### config.mk
export PLATFORM = sky130hd
export DESIGN_NAME = shared_enc_ctrl
export DESIGN_NICKNAME = d
export VERILOG_FILES = /design/src/rtl/shared_enc_ctrl.sv
export SDC_FILE = /design/constraint.sdc
export NUM_CORES = 1
export LEC_CHECK = 0
export CAP_MARGIN = 15
export CORE_AREA = 2 2 508 510
export DETAILED_ROUTE_END_ITERATION = 10
export DIE_AREA = 0 0 510 512
export PLACE_DENSITY = 0.3
export RECOVER_POWER = 25
export SYNTH_ARGS = -nofsm -noshare
export SYNTH_HDL_FRONTEND = slang
export SYNTH_SLANG_ARGS = --single-unit
### constraint.sdc
create_clock -name clk -period 1.96 [get_ports clk]
set_input_delay 0.196 -clock clk [delete_from_list [all_inputs] [get_ports clk]]
set_output_delay 0.196 -clock clk [all_outputs]
set_load 0.01 [all_outputs]
### src/rtl/shared_enc_ctrl.sv
// Iterative sequencer for a two-share threshold-implementation round function.
// Shares travel in parallel lanes and are never combined inside this block.
module shared_enc_ctrl #(
  parameter int ROUNDS = 16,
  parameter int RF_LAT = 1
) (
  input  logic         clk,
  input  logic         rst,
  input  logic         start,
  input  logic [127:0] pt0,
  input  logic [127:0] pt1,
  input  logic [127:0] rk0,
  input  logic [127:0] rk1,
  output logic         key_load,
  output logic         key_next,
  output logic [4:0]   round_idx,
  output logic [127:0] rf_in0,
  output logic [127:0] rf_in1,
  input  logic [127:0] rf_out0,
  input  logic [127:0] rf_out1,
  output logic         busy,
  output logic         done,
  output logic [127:0] ct0,
  output logic [127:0] ct1
);

  localparam int            WW       = (RF_LAT > 0) ? $clog2(RF_LAT + 1) : 1;
  localparam logic [WW-1:0] LAT_V    = WW'(RF_LAT);
  localparam logic [4:0]    LAST_RND = 5'(ROUNDS - 1);

  typedef enum logic [1:0] {IDLE, RUN, FINAL} state_t;

  state_t        state, state_nxt;
  logic [WW-1:0] wcnt;
  logic [127:0]  s0, s1;
  logic          accept, capture;

  assign rf_in0 = s0;
  assign rf_in1 = s1;

  // Reset wins over a same-cycle start or capture, so the key schedule never
  // sees a pulse from a cycle that is being discarded.
  assign key_load = accept  & ~rst;
  assign key_next = capture & ~rst;

  always_ff @(posedge clk) begin
    if (rst) state <= IDLE;
    else     state <= state_nxt;
  end

  always_comb begin
    // NOTE: every output of this block gets a default first, so no path can
    // leave a signal unassigned and infer a latch.
    state_nxt = state;
    accept    = 1'b0;
    capture   = 1'b0;
    busy      = 1'b0;
    case (state)
      IDLE: begin
        if (start) begin
          accept    = 1'b1;
          state_nxt = RUN;
        end
      end
      RUN: begin
        busy = 1'b1;
        if (wcnt == LAT_V) begin
          capture = 1'b1;
          if (round_idx == LAST_RND) state_nxt = FINAL;
        end
      end
      FINAL: begin
        busy      = 1'b1;
        state_nxt = IDLE;
      end
      default: state_nxt = IDLE;
    endcase
  end

  // NOTE: sequential state uses non-blocking assignments only, so every
  // register samples the pre-edge value of every other register.
  always_ff @(posedge clk) begin
    // NOTE: the state shares and ciphertext are plain registers, not a memory,
    // so they are reset; a reset mid-encryption must not leave share data behind.
    if (rst) begin
      s0        <= '0;
      s1        <= '0;
      ct0       <= '0;
      ct1       <= '0;
      wcnt      <= '0;
      round_idx <= '0;
      done      <= 1'b0;
    end else begin
      done <= (state == FINAL);
      if (accept) begin
        s0        <= pt0;
        s1        <= pt1;
        wcnt      <= '0;
        round_idx <= '0;
      end else if (state == RUN) begin
        if (capture) begin
          s0        <= rf_out0;
          s1        <= rf_out1;
          wcnt      <= '0;
          round_idx <= round_idx + 5'd1;
        end else begin
          wcnt <= wcnt + WW'(1);
        end
      end
      // Final whitening with key ROUNDS, lane by lane.
      if (state == FINAL) begin
        ct0 <= s0 ^ rk0;
        ct1 <= s1 ^ rk1;
      end
    end
  end

endmodule

* Word-level counts from Yosys, hierarchy flattened
Cells that the tools add are included.
** Cells by class
- $add $sub $neg :: 2
- Eq/ne operators :: 6
- Muxes and demuxes :: 16
- Bitwise gates (word level) :: 5
- Reduce and logical (&&, ||, !) cells :: 8
** Operator list (count)
- two-way mux 128 bit :: 6
- bitwise XOR 128 bit :: 2
- two-way mux 1 bit :: 6
- two-way mux 2 bit :: 3
- inequality test 2 bit (second input constant) :: 3
- adder 5 x 1 -> 5 bit (second input constant) :: 1
- equality test 5 x 4 -> 1 bit (second input constant) :: 1
- case mux 2 bit (2 select lines) :: 1
- AND reduction 2 bit :: 2
- nonzero test 2 bit :: 2
- OR reduction 2 bit :: 2
- AND reduction 3 bit :: 1
- AND 1 bit :: 2
- equality test 2 x 1 -> 1 bit (second input constant) :: 1
- equality test 2 bit (second input constant) :: 1
- logical NOT 2 bit :: 1
- adder 1 bit (second input constant) :: 1
- inverter 1 bit :: 1
** Word-level totals
- Flip-flop bits (word level) :: 521
- Bits of input ports :: 771
- Output and inout port bits :: 521
- Word-level logic and storage cells :: 45

* Longest topological paths before layout
- Depth in word-level cells :: 5
- Gate-level depth with buffers :: 9
- Mapped depth without buffers :: 6

* Worst setup path before layout
No wires, ideal clock.
- Kind :: register -> register
- Start :: reg state[1]
- End :: reg s0[117], in the netlist rf_in0[117]
- Setup time :: 0.144 ns
- Arrival time :: 1.536 ns
- Data required time :: 1.816 ns
- Setup slack :: 0.280 ns
- Stages on the path, launching flop included :: 10
- Buffers on the path :: 4
- Clock period less this slack :: 1.680 ns
- Cell sequence :: dfxtp_1 > inv_1 > ha_1 > buf_6 > a22o_4 > buf_6 > buf_6 > buf_4 > nor2_1 > a311oi_2
** On the way
- Longest elaborated chain between the ends :: 4
- Elaborated cells on any way between the ends :: 8
- Classes of those cells :: 1 x eq/ne; 3 x mux; 4 x reduce/logical
** RTL lines
- start, declared :: line 33 : state_t state, state_nxt;
- start signal, assigned :: line 48 : else state <= state_nxt;
- equality test 2 x 1 -> 1 bit / logical NOT 2 bit (equally long branches) :: line 58, 100
- two-way mux 1 bit :: line 58 : case (state)
- nonzero test 2 bit (no source line)
- AND reduction 2 bit (no source line)
- end signal, assigned :: line 96 : s0 <= pt0;
- end signal, assigned :: line 102 : s0 <= rf_out0;
- end, declared :: line 35 : logic [127:0] s0, s1;
Parallel ways exist; a longest one is shown, timed or not.
A chain may end at the register's enable or synchronous reset.

* Worst setup path after layout
- Start :: reg s0[33], in the netlist rf_in0[33]
- End :: out rf_in0[33]
** RTL lines
- end, declared :: line 17 : output logic [127:0] rf_in0,
No word-level cell between the ends.

==> reports/metrics.yaml <==
status: "finished clean"
grt_pass1_wl_um: 261000
period_needed_ns: 1.87
grt_pass1_vias: 26292
drc_errors: 0
yosysTopAreaCellShare: 0.456
finalMaxSlewViolations: 0
fin_crit_sh: 0.953
synth_fa_ha_area_frac: 0.00383
synth_area_per_cell_sq_um: 8.74
pwr_density_cell_nw_per_um2: 1240
synthArstFlopShare: 0
cts_buffers: 79
clk_latency_ns: 0.73
grt_max_degree: 68
timing.fmax_mhz: 535
die_x_um: 510
p_leak_nw: 15.8
place.gp.congestion: 0.837
critPathMaxFanout: 3
syn-num-nets: 3394
cts_sinks: 521
max-vdd-ir-drop_mv: 0.743
synth-seq-cells: 521
path_class: "reg -> out"
tightestPinTransition_ns: 0.582
path_cells: "clkdlybuf4s50_1"
setup_slack_ns: 0.0912
synth-compound-area-share: 0.193
setup_viol: 0
rsz0062_at_grt: "true"
netlist_instances: 2616
portBuffers: 1291
dp.cells: 7199
holdWs_ns: 0.0722
ys_seq_area_frac: 0.456
drive_above_1_share: 0.0881
synth_largest_area_cell: "dfxtp_1"
start_util: 0.0893
root_buffer: "clkbuf_16"
required_ns: 1.76
htree_levels: 3
crit_slowest_cell: "clkdlybuf4s50_1"
critical_path.top_delay_family: "buffers and inverters"
slew_headroom: 0.611
synthSimpleGateAreaFrac: 0.187
final_cells: 7526
synthTopCellsByArea: "dfxtp_1 (46%), xnor2_1 (9.8%), a311oi_1 (8.7%)"
nets: 4828
synthMuxAreaShare: 0.000876
finalHoldViolCount: 0
synth_area_sq_um: 22900
row_count: 186
ant_nets: 0
cts_tree: "yes"
synth_ff_type: "dfxtp_1"
start_kind: "register"
synth_cell_types: 25
cts_buffer_depth: 3
crit_arrival_ns: 1.67
die_y_um: 512
cp_num_buf_inv: 1
routed_wl_um: 203000
synth_most_common_cell: "dfxtp_1"
overflow: 0
hold_path_class: "in -> reg"
finClkSkew_ns: 0.0324
first_iter_violations: 1556
vias: 26413
fillers: 28860
synth_edf_count: 0
antenna_found_initial: 203
dp_slack_ns: 0.0805
track_usage: 0.149
routed_via_density: 3.51
synthXorXnorAreaFrac: 0.0993
synth.cells.most_frequent: "dfxtp_1 (521), nor2_1 (517), nand2_1 (259), nand3_1 (259), xnor2_1 (257)"
drtPass1Iterations: 5
ioPinCount: 1292
clk_pin_slew_worst_paths_ns: 0.06
dp_hpwl_um: 172000
synth_top_family_by_area: "compound AO/OA/AOI/OAI gates"
wl_per_cell_um: 27.0
core_sq_um: 256000
critPathMaxStageDelay_ns: 0.57
die_area_sq_um: 261000
endpoint_kind: "output pin"
synthToLayoutAreaGrowth_pct: 94.2
max-cap-violations: 0
yosys_warnings: 0
-- state kept, by name, indices dropped and copies added (netlist names) --
signal / count
round_idx: 5
ct0: 128
done: 1
ct1: 128
wcnt: 1
state: 2
rf_in0: 128
rf_in1: 128
-- per-stage QoR --
| stage | power (mW) | area [sq um] | util | TNS [ns] |
|---|---|---|---|---|
| floorplan | 27.0 | 22900 | - | 0 |
| global placement | 42.0 | 40600 | 0.159 | 0 |
| detailed placement | 42.0 | 40600 | 0.159 | 0 |
| CTS | 56.5 | 44500 | 0.174 | -0.0218 |
| global route | 58.3 | 44300 | 0.173 | -0.0577 |
| finish | 54.9 | 44400 | 0.174 | 0 |
-- timing repair --
action | in CTS | in global routing
pin swaps | 2 | 1
endpoints found under the hold margin | 131 | 0
buffers inserted | 0 | 1
hold buffers | 153 | 0
resized for setup | 358 | 9
gates cloned | 0 | 0
endpoints found under the setup margin | 294 | 14
-- layout make-up --
cell class              instances  area (sq um)  share of cell area
repair buffers               1613         15900               0.358
clock buffers                 116          2280              0.0513
inverters                       3          11.3            0.000254
flip-flops and latches        521         10500               0.236
multi-input cells            1832         11100               0.250
well taps                    3384          4230              0.0954
clock inverters                23           287             0.00646
diodes                         34          85.1             0.00192
-- path summary, 6_finish.rpt --
path                           startpoint                        to  slack [ns]  cells past startpoint
setup / recovery  rf_in0[33]$_SDFFE_PP0P_                rf_in0[33]        0.09                      1
hold / removal                      start  rf_in1[112]$_SDFFE_PP0P_        0.07                      5
setup reg to reg    state[0]$_SDFFE_PP0P_       ct0[7]$_SDFFE_PP0P_        0.12                      7
hold reg to reg     ct1[113]$_SDFFE_PP0P_     ct1[113]$_SDFFE_PP0P_        0.48                      2
-- layout by cell type, fill, tap and decap left out, types with 47 or more instances in the layout --
cell / instances
buf_12: 47
xnor2_1: 257
a211oi_1: 256
nand3_1: 259
dlygate4sd3_1: 153
clkbuf_16: 79
a311oi_1: 228
nor2_1: 516
buf_4: 97
dfxtp_1: 478
clkdlybuf4s50_1: 1016
nand2_1: 259
dlygate4sd2_1: 260
-- layer usage --
| metal | GRT usage | up-vias | wire length [um] |
|---|---|---|---|
| met5 | 0 | - | 994 |
| met4 | 0.0318 | 152 | 4170 |
| met3 | 0.0861 | 396 | 26900 |
| met2 | 0.238 | 1317 | 90400 |
| met1 | 0.171 | 12308 | 80500 |
| li1 | - | 12240 | - |
-- where the power goes --
| group | leakage, nW | switching [mW] | total [mW] | internal, mW |
|---|---|---|---|---|
| sequential | 4.29 | 3.07 | 16.7 | 13.6 |
| combinational | 10.2 | 12.8 | 23.6 | 10.8 |
| clock | 1.25 | 6.27 | 14.6 | 8.36 |
-- logic make-up after synthesis --
kind of cell,Yosys count
flops,521
simple gates,1045
xor+xnor,259
mux,2
fa+ha+maj,7
buf+inv,263
compound gates,519
No activity file was read; power rests on OpenSTA's default activity.
